## config.mk

```make
export PLATFORM = sky130hd
export DESIGN_NAME = io_port_bank
export DESIGN_NICKNAME = d
export VERILOG_FILES = /design/src/rtl/io_pkg.sv /design/src/rtl/io_fifo.sv /design/src/rtl/io_port_bank.sv
export SDC_FILE = /design/constraint.sdc
export NUM_CORES = 1
export LEC_CHECK = 0
export CAP_MARGIN = 20
export CORE_MARGIN = 2
export CORE_UTILIZATION = 60
export CTS_BUF_LIST = sky130_fd_sc_hd__clkbuf_2 sky130_fd_sc_hd__clkbuf_4 sky130_fd_sc_hd__clkbuf_8
export CTS_CLUSTER_SIZE = 25
export DETAILED_ROUTE_END_ITERATION = 7
export GPL_TIMING_DRIVEN = 0
export MAX_ROUTING_LAYER = met4
export PLACE_DENSITY = 0.86
export SKIP_CTS_REPAIR_TIMING = 1
export SYNTH_ARGS = -nofsm -noshare
export SYNTH_HDL_FRONTEND = slang
export SYNTH_SLANG_ARGS = --single-unit
```

## constraint.sdc

```tcl
create_clock -name clk -period 4.2 [get_ports clk]
set_input_delay 0.84 -clock clk [delete_from_list [all_inputs] [get_ports clk]]
set_output_delay 0.84 -clock clk [all_outputs]
set_load 0.005 [all_outputs]
```

## src/rtl/io_pkg.sv

```systemverilog
// Shared constants and elaboration helpers for the io_port_bank channel FIFOs.
package io_pkg;

  localparam int IO_DATA_WIDTH = 32;
  localparam int IO_MAX_CH     = 16;

  function automatic int clog2(input int value);
    int r;
    r = 0;
    for (int i = 0; i < 31; i++) begin
      if ((1 << i) < value) r = i + 1;
    end
    return r;
  endfunction

  // LSB position of channel ch inside a flattened NUM_CH*width bus.
  function automatic int ch_lsb(input int ch, input int width);
    return ch * width;
  endfunction

endpackage

```

## src/rtl/io_fifo.sv

```systemverilog
// Single-clock FIFO with MSB-differs full detection and a registered-storage head.
// No fall-through: a pushed word becomes visible at rd_data on the following cycle.
module io_fifo
  import io_pkg::*;
#(
  parameter int DATA_WIDTH = IO_DATA_WIDTH,
  parameter int FIFO_DEPTH = 4
) (
  input  logic                  clk,
  input  logic                  reset_n,
  input  logic                  push,
  input  logic                  pop,
  input  logic [DATA_WIDTH-1:0] wr_data,
  output logic [DATA_WIDTH-1:0] rd_data,
  output logic                  empty,
  output logic                  full
);

  localparam int AW = clog2(FIFO_DEPTH);

  logic [DATA_WIDTH-1:0] r_mem [FIFO_DEPTH];
  logic [AW:0]           r_wr_ptr;
  logic [AW:0]           r_rd_ptr;
  logic                  w_do_push;
  logic                  w_do_pop;

  assign empty = (r_wr_ptr == r_rd_ptr);
  assign full  = (r_wr_ptr[AW] != r_rd_ptr[AW]) &&
                 (r_wr_ptr[AW-1:0] == r_rd_ptr[AW-1:0]);

  // A push at full is accepted only when a pop frees the slot in the same edge.
  assign w_do_pop  = pop & ~empty;
  assign w_do_push = push & (~full | w_do_pop);

  assign rd_data = r_mem[r_rd_ptr[AW-1:0]];

  always_ff @(posedge clk or negedge reset_n) begin
    if (!reset_n) begin
      r_wr_ptr <= '0;
      r_rd_ptr <= '0;
    end else begin
      if (w_do_push) r_wr_ptr <= r_wr_ptr + 1'b1;
      if (w_do_pop)  r_rd_ptr <= r_rd_ptr + 1'b1;
    end
  end

  always_ff @(posedge clk) begin
    if (w_do_push) r_mem[r_wr_ptr[AW-1:0]] <= wr_data;
  end

endmodule

```

## src/rtl/io_port_bank.sv

```systemverilog
// Bank of NUM_CH input and NUM_CH output FIFO channels behind the bus inport/outport strobes.
// Optional sticky per-channel error flags are built when IO_ERR_EN is defined.
module io_port_bank
  import io_pkg::*;
#(
  parameter int DATA_WIDTH = IO_DATA_WIDTH,
  parameter int NUM_CH     = 4,
  parameter int FIFO_DEPTH = 4,
  parameter int CH_SEL_W   = 4
) (
  input  logic                         clk,
  input  logic                         reset_n,
  input  logic [CH_SEL_W-1:0]          ch_sel,
  input  logic                         inport_out,
  output logic [DATA_WIDTH-1:0]        inport_data,
  input  logic                         outport_in,
  input  logic [DATA_WIDTH-1:0]        bus_data,
  output logic                         io_stall,
  input  logic [NUM_CH*DATA_WIDTH-1:0] ext_in_data,
  input  logic [NUM_CH-1:0]            ext_in_valid,
  output logic [NUM_CH-1:0]            ext_in_ready,
  output logic [NUM_CH*DATA_WIDTH-1:0] ext_out_data,
  output logic [NUM_CH-1:0]            ext_out_valid,
  input  logic [NUM_CH-1:0]            ext_out_ready,
  output logic [NUM_CH-1:0]            in_empty,
  output logic [NUM_CH-1:0]            out_full,
  output logic [NUM_CH-1:0]            io_err,
  input  logic                         err_clr
);

  logic [NUM_CH-1:0]                 w_in_push;
  logic [NUM_CH-1:0]                 w_in_pop;
  logic [NUM_CH-1:0]                 w_in_full;
  logic [NUM_CH-1:0]                 w_out_push;
  logic [NUM_CH-1:0]                 w_out_pop;
  logic [NUM_CH-1:0]                 w_out_empty;
  logic [NUM_CH-1:0][DATA_WIDTH-1:0] w_in_head;
  logic                              r_rdy_en;

  // Holds ext_in_ready low through the first edge after reset release.
  always_ff @(posedge clk or negedge reset_n) begin
    if (!reset_n) r_rdy_en <= 1'b0;
    else          r_rdy_en <= 1'b1;
  end

  generate
    for (genvar i = 0; i < NUM_CH; i++) begin : g_ch
      assign w_in_push[i]     = ext_in_valid[i] & ext_in_ready[i];
      assign w_in_pop[i]      = inport_out & (ch_sel == CH_SEL_W'(i));
      assign w_out_push[i]    = outport_in & (ch_sel == CH_SEL_W'(i));
      assign w_out_pop[i]     = ext_out_valid[i] & ext_out_ready[i];
      assign ext_in_ready[i]  = r_rdy_en & ~w_in_full[i];
      assign ext_out_valid[i] = ~w_out_empty[i];

      io_fifo #(
        .DATA_WIDTH (DATA_WIDTH),
        .FIFO_DEPTH (FIFO_DEPTH)
      ) u_in_fifo (
        .clk     (clk),
        .reset_n (reset_n),
        .push    (w_in_push[i]),
        .pop     (w_in_pop[i]),
        .wr_data (ext_in_data[ch_lsb(i, DATA_WIDTH) +: DATA_WIDTH]),
        .rd_data (w_in_head[i]),
        .empty   (in_empty[i]),
        .full    (w_in_full[i])
      );

      io_fifo #(
        .DATA_WIDTH (DATA_WIDTH),
        .FIFO_DEPTH (FIFO_DEPTH)
      ) u_out_fifo (
        .clk     (clk),
        .reset_n (reset_n),
        .push    (w_out_push[i]),
        .pop     (w_out_pop[i]),
        .wr_data (bus_data),
        .rd_data (ext_out_data[ch_lsb(i, DATA_WIDTH) +: DATA_WIDTH]),
        .empty   (w_out_empty[i]),
        .full    (out_full[i])
      );
    end
  endgenerate

  // An out-of-range ch_sel matches no channel, so data reads 0 and no stall is raised.
  always_comb begin
    inport_data = '0;
    io_stall    = 1'b0;
    for (int i = 0; i < NUM_CH; i++) begin
      if (ch_sel == CH_SEL_W'(i)) begin
        if (!in_empty[i]) inport_data = w_in_head[i];
        io_stall = (inport_out & in_empty[i]) | (outport_in & out_full[i]);
      end
    end
  end

`ifdef IO_ERR_EN
  localparam logic [CH_SEL_W:0] NUM_CH_SEL = (CH_SEL_W+1)'(NUM_CH);

  logic              w_sel_ok;
  logic [NUM_CH-1:0] w_err_set;
  logic [NUM_CH-1:0] r_err;

  assign w_sel_ok = ({1'b0, ch_sel} < NUM_CH_SEL);

  // A write at full that coincides with an external pop is accepted, hence not an error.
  always_comb begin
    w_err_set = '0;
    for (int i = 0; i < NUM_CH; i++) begin
      if (ch_sel == CH_SEL_W'(i)) begin
        w_err_set[i] = (inport_out & in_empty[i]) |
                       (outport_in & out_full[i] & ~w_out_pop[i]);
      end
    end
    if (!w_sel_ok && (inport_out || outport_in)) w_err_set[0] = 1'b1;
  end

  always_ff @(posedge clk or negedge reset_n) begin
    if (!reset_n)     r_err <= '0;
    else if (err_clr) r_err <= w_err_set;
    else              r_err <= r_err | w_err_set;
  end

  assign io_err = r_err;
`else
  logic w_unused_err_clr;
  assign w_unused_err_clr = err_clr;
  assign io_err           = '0;
`endif

endmodule
```

==> impl_results.md <==
* Setup WS post-layout at -0.0995 ns
* Remaining global-route overflow at 0
* Synth top area share at 74.2%
* Most frequent cells in the layout: edfxtp_1, clkdlybuf4s50_1, mux4_2
* Initial antenna violation count at 11
* EDFF count, synth at 1,024
* Die Ht at 267 um
* Ys Warns at 0
* Highest Signal Layer: met4
* Hold Vio Cnt, Final at 0
* Crit path max fanout at 10
* Clock tree buffer depth at 3
* DR WL met2 at 52.1 mm
* Vias per cell at 6.41
* Fin crit share at 102%
* Leak at 16.4 nW
* P&R area growth vs syn at 20.9%
* Crit path arrival time at 3.46 ns
* Nets at 2,561
* TritonCTS clock tree: done
* Wire per inst at 29.8 um
* Sequential area share after synthesis at 77.2%
* Total Power at 31.7 mW
* Max-slew headroom at 34.8%
* Final slew viol count at 0
* Synth Flop Type: edfxtp_1
* Fmax at 233 MHz
* Die W at 267 um
* Final Cell Area at 0.0501 mm2
* Power per standard cell area at 633 mW/mm2
* Cells after DPL at 3,057
* Flops & latches, synth at 1,073
* Setup crit end kind: output pin
* Critical Setup Path Class: in -> out
* Avg Inst Size Synth at 23.0 um2
* Worst-Margin Slew at 0.977 ns
* Startpoint types: input port
* H-tree depth at 4
* FFs w/ async S/R, synth at 4.57%
* Gp weighted congestion at 0.868
* Final Non-Filler Cells at 3,365
* Setup slack at placement at -0.859 ns
* Type of the most critical hold path: in -> async
* Commonest non-fill, non-tap cell in the layout: edfxtp_1
* Unrepaired setup endpoints after global routing: yes
* Clk root buf: clkbuf_8
* Drt drc at 0
* Number of max-cap violations at 0
* All-Layer GR Usage at 29.1%
* Initial Util at 60.5%
* Antenna viol nets, final at 0
* Synth top area cells: edfxtp_1, mux4_2, dfrtp_1
* Clock-pin slew on the worst setup and hold paths at 0.06 ns
* Distinct cell type count after synthesis at 62
* VDD IR max at 0.460 mV
* Sink Count at 1,073
* CTS buffer count at 163
* Met3 wire len at 9.50 mm
* Min cycle time layout at 4.30 ns
* Vias at 21,600
* Core Area at 0.0685 mm2
* Syn Std Cell Area at 0.0414 mm2
* First-pass GRT wire length at 144 mm
* CP required at 3.36 ns
* Final clock skew at 0.0384 ns
* Syn Inst Count at 1,803
* Leading area contributor after synthesis: edfxtp_1
* Layout cells sized above 1 at 28.8%
* Routed Wire Length at 100 mm
* Rows at 96
* Worst skew pair latency at 0.81 ns
* Die ar. at 0.0712 mm2
* # setup viols final at 10
* Met1 wire length at 34.2 mm
* I/O pin count at 358
* Post-DP Area at 0.0465 mm2
* Drt pass-1 iters at 6
* IO buf count at 351
* Status: finished, violations left
* Detail Placement HPWL at 64.1 mm
* Vias in the first global route at 22,400
* Largest net degree at the start of global routing at 34
* Iter 0 DRT Violations at 2,759
* Failing checks: setup timing
-- cells by family after synthesis --
logic type / after synthesis / synth area share [%]
buffers and inverters: 134 / 1.78
adders and majority gates: 40 / 1.21
muxes: 272 / 14.4
xor gates and xnor gates: 60 / 1.32
other: 2 / 0.0181
AOI/OAI and AO/OA: 139 / 2.85
and+or+nand+nor: 83 / 1.24
DFF: 1073 / 77.2
-- sequential cells by signal, indices dropped and copies added (netlist names) --
name,count
g_ch.u_in_fifo.r_rd_ptr,12
g_ch.u_out_fifo.r_wr_ptr,12
g_ch.u_out_fifo.r_rd_ptr,12
g_ch.u_out_fifo.r_mem,512
g_ch.u_in_fifo.r_wr_ptr,12
g_ch.u_in_fifo.r_mem,512
r_rdy_en,1
-- power breakdown --
group / internal [mW] / switching [mW]
Sequential: 12.7 / 0.426
Clock: 4.61 / 3.96
Combinational: 4.92 / 5.13
-- final cells by class --
class | instances | area (um2)
multi-input cells | 599 | 9030
well taps | 882 | 1100
fillers | 3547 | 18400
inverters | 23 | 86.3
diodes | 12 | 30.0
plain buffers | 111 | 699
flip-flops and latches | 1073 | 32000
repair buffers | 373 | 3890
clock inverters | 74 | 579
clock buffers | 218 | 2680
-- through the flow --
stage / utilization, % / hold WS [ns] / setup TNS, ns
final: 73.1 / 0.0668 / -0.367
after detailed placement: 67.8 / 0.478 / -15.89
after global routing: 73.1 / 0.0918 / -0.670
after floorplan: - / 0.460 / 0
after global placement: 67.3 / 0.477 / -257.73
after CTS: 72.6 / 0.0259 / -18.39
-- worst max-delay path, cell delays in order --
cell and delay (ns):
clkdlybuf4s50_1 0.52, or3_1 0.47, clkbuf_2 0.25, buf_2 0.28, a21oi_2 0.41, a221o_1 0.19, clkdlybuf4s50_1 0.50
-- synth_stat cells, drive strengths merged (2+ instances only) --
cell type,count
a21oi,26
a221o,30
a22oi,2
a31oi,5
a32o,4
a41oi,2
and2,14
and3,18
buf,67
clkbuf,44
conb,2
dfrtp,49
edfxtp,1024
ha,40
inv,23
mux2,16
mux4,256
nand2,10
nand3,13
nand3b,5
nand4,5
nand4b,2
nor2,4
nor3,3
o2111a,2
o211a,3
o21a,2
o311a,2
o311ai,53
o31a,3
or3,2
or4b,2
xnor2,42
xor2,18
-- per-layer routing --
| metal | track usage, % | vias to the layer above |
|---|---|---|
| li1 | - | 8798 |
| met1 | 34.2 | 11200 |
| met2 | 48.3 | 1409 |
| met3 | 6.91 | 223 |
| met4 | 12.7 | 0 |
| met5 | - | - |
-- worst paths after layout --
path,start,end,slack (ns),depth (start not counted)
max in group asynchronous,reset_n,g_ch[3].u_out_fifo.r_wr_ptr[1],3.50,2
worst min-delay path,reset_n,g_ch[1].u_in_fifo.r_wr_ptr[0],0.07,1
min in group clk,g_ch[1].u_out_fifo.r_wr_ptr[2],g_ch[1].u_out_fifo.r_wr_ptr[2],0.49,1
worst max register to register,g_ch[1].u_in_fifo.r_rd_ptr[1],g_ch[1].u_in_fifo.r_mem[0][13],1.26,7
worst max-delay path,ch_sel[1],inport_data[22],-0.1,7
worst min register to register,g_ch[1].u_out_fifo.r_wr_ptr[2],g_ch[1].u_out_fifo.r_wr_ptr[2],0.49,1
Note: power is estimated with default switching activity, not from simulation.
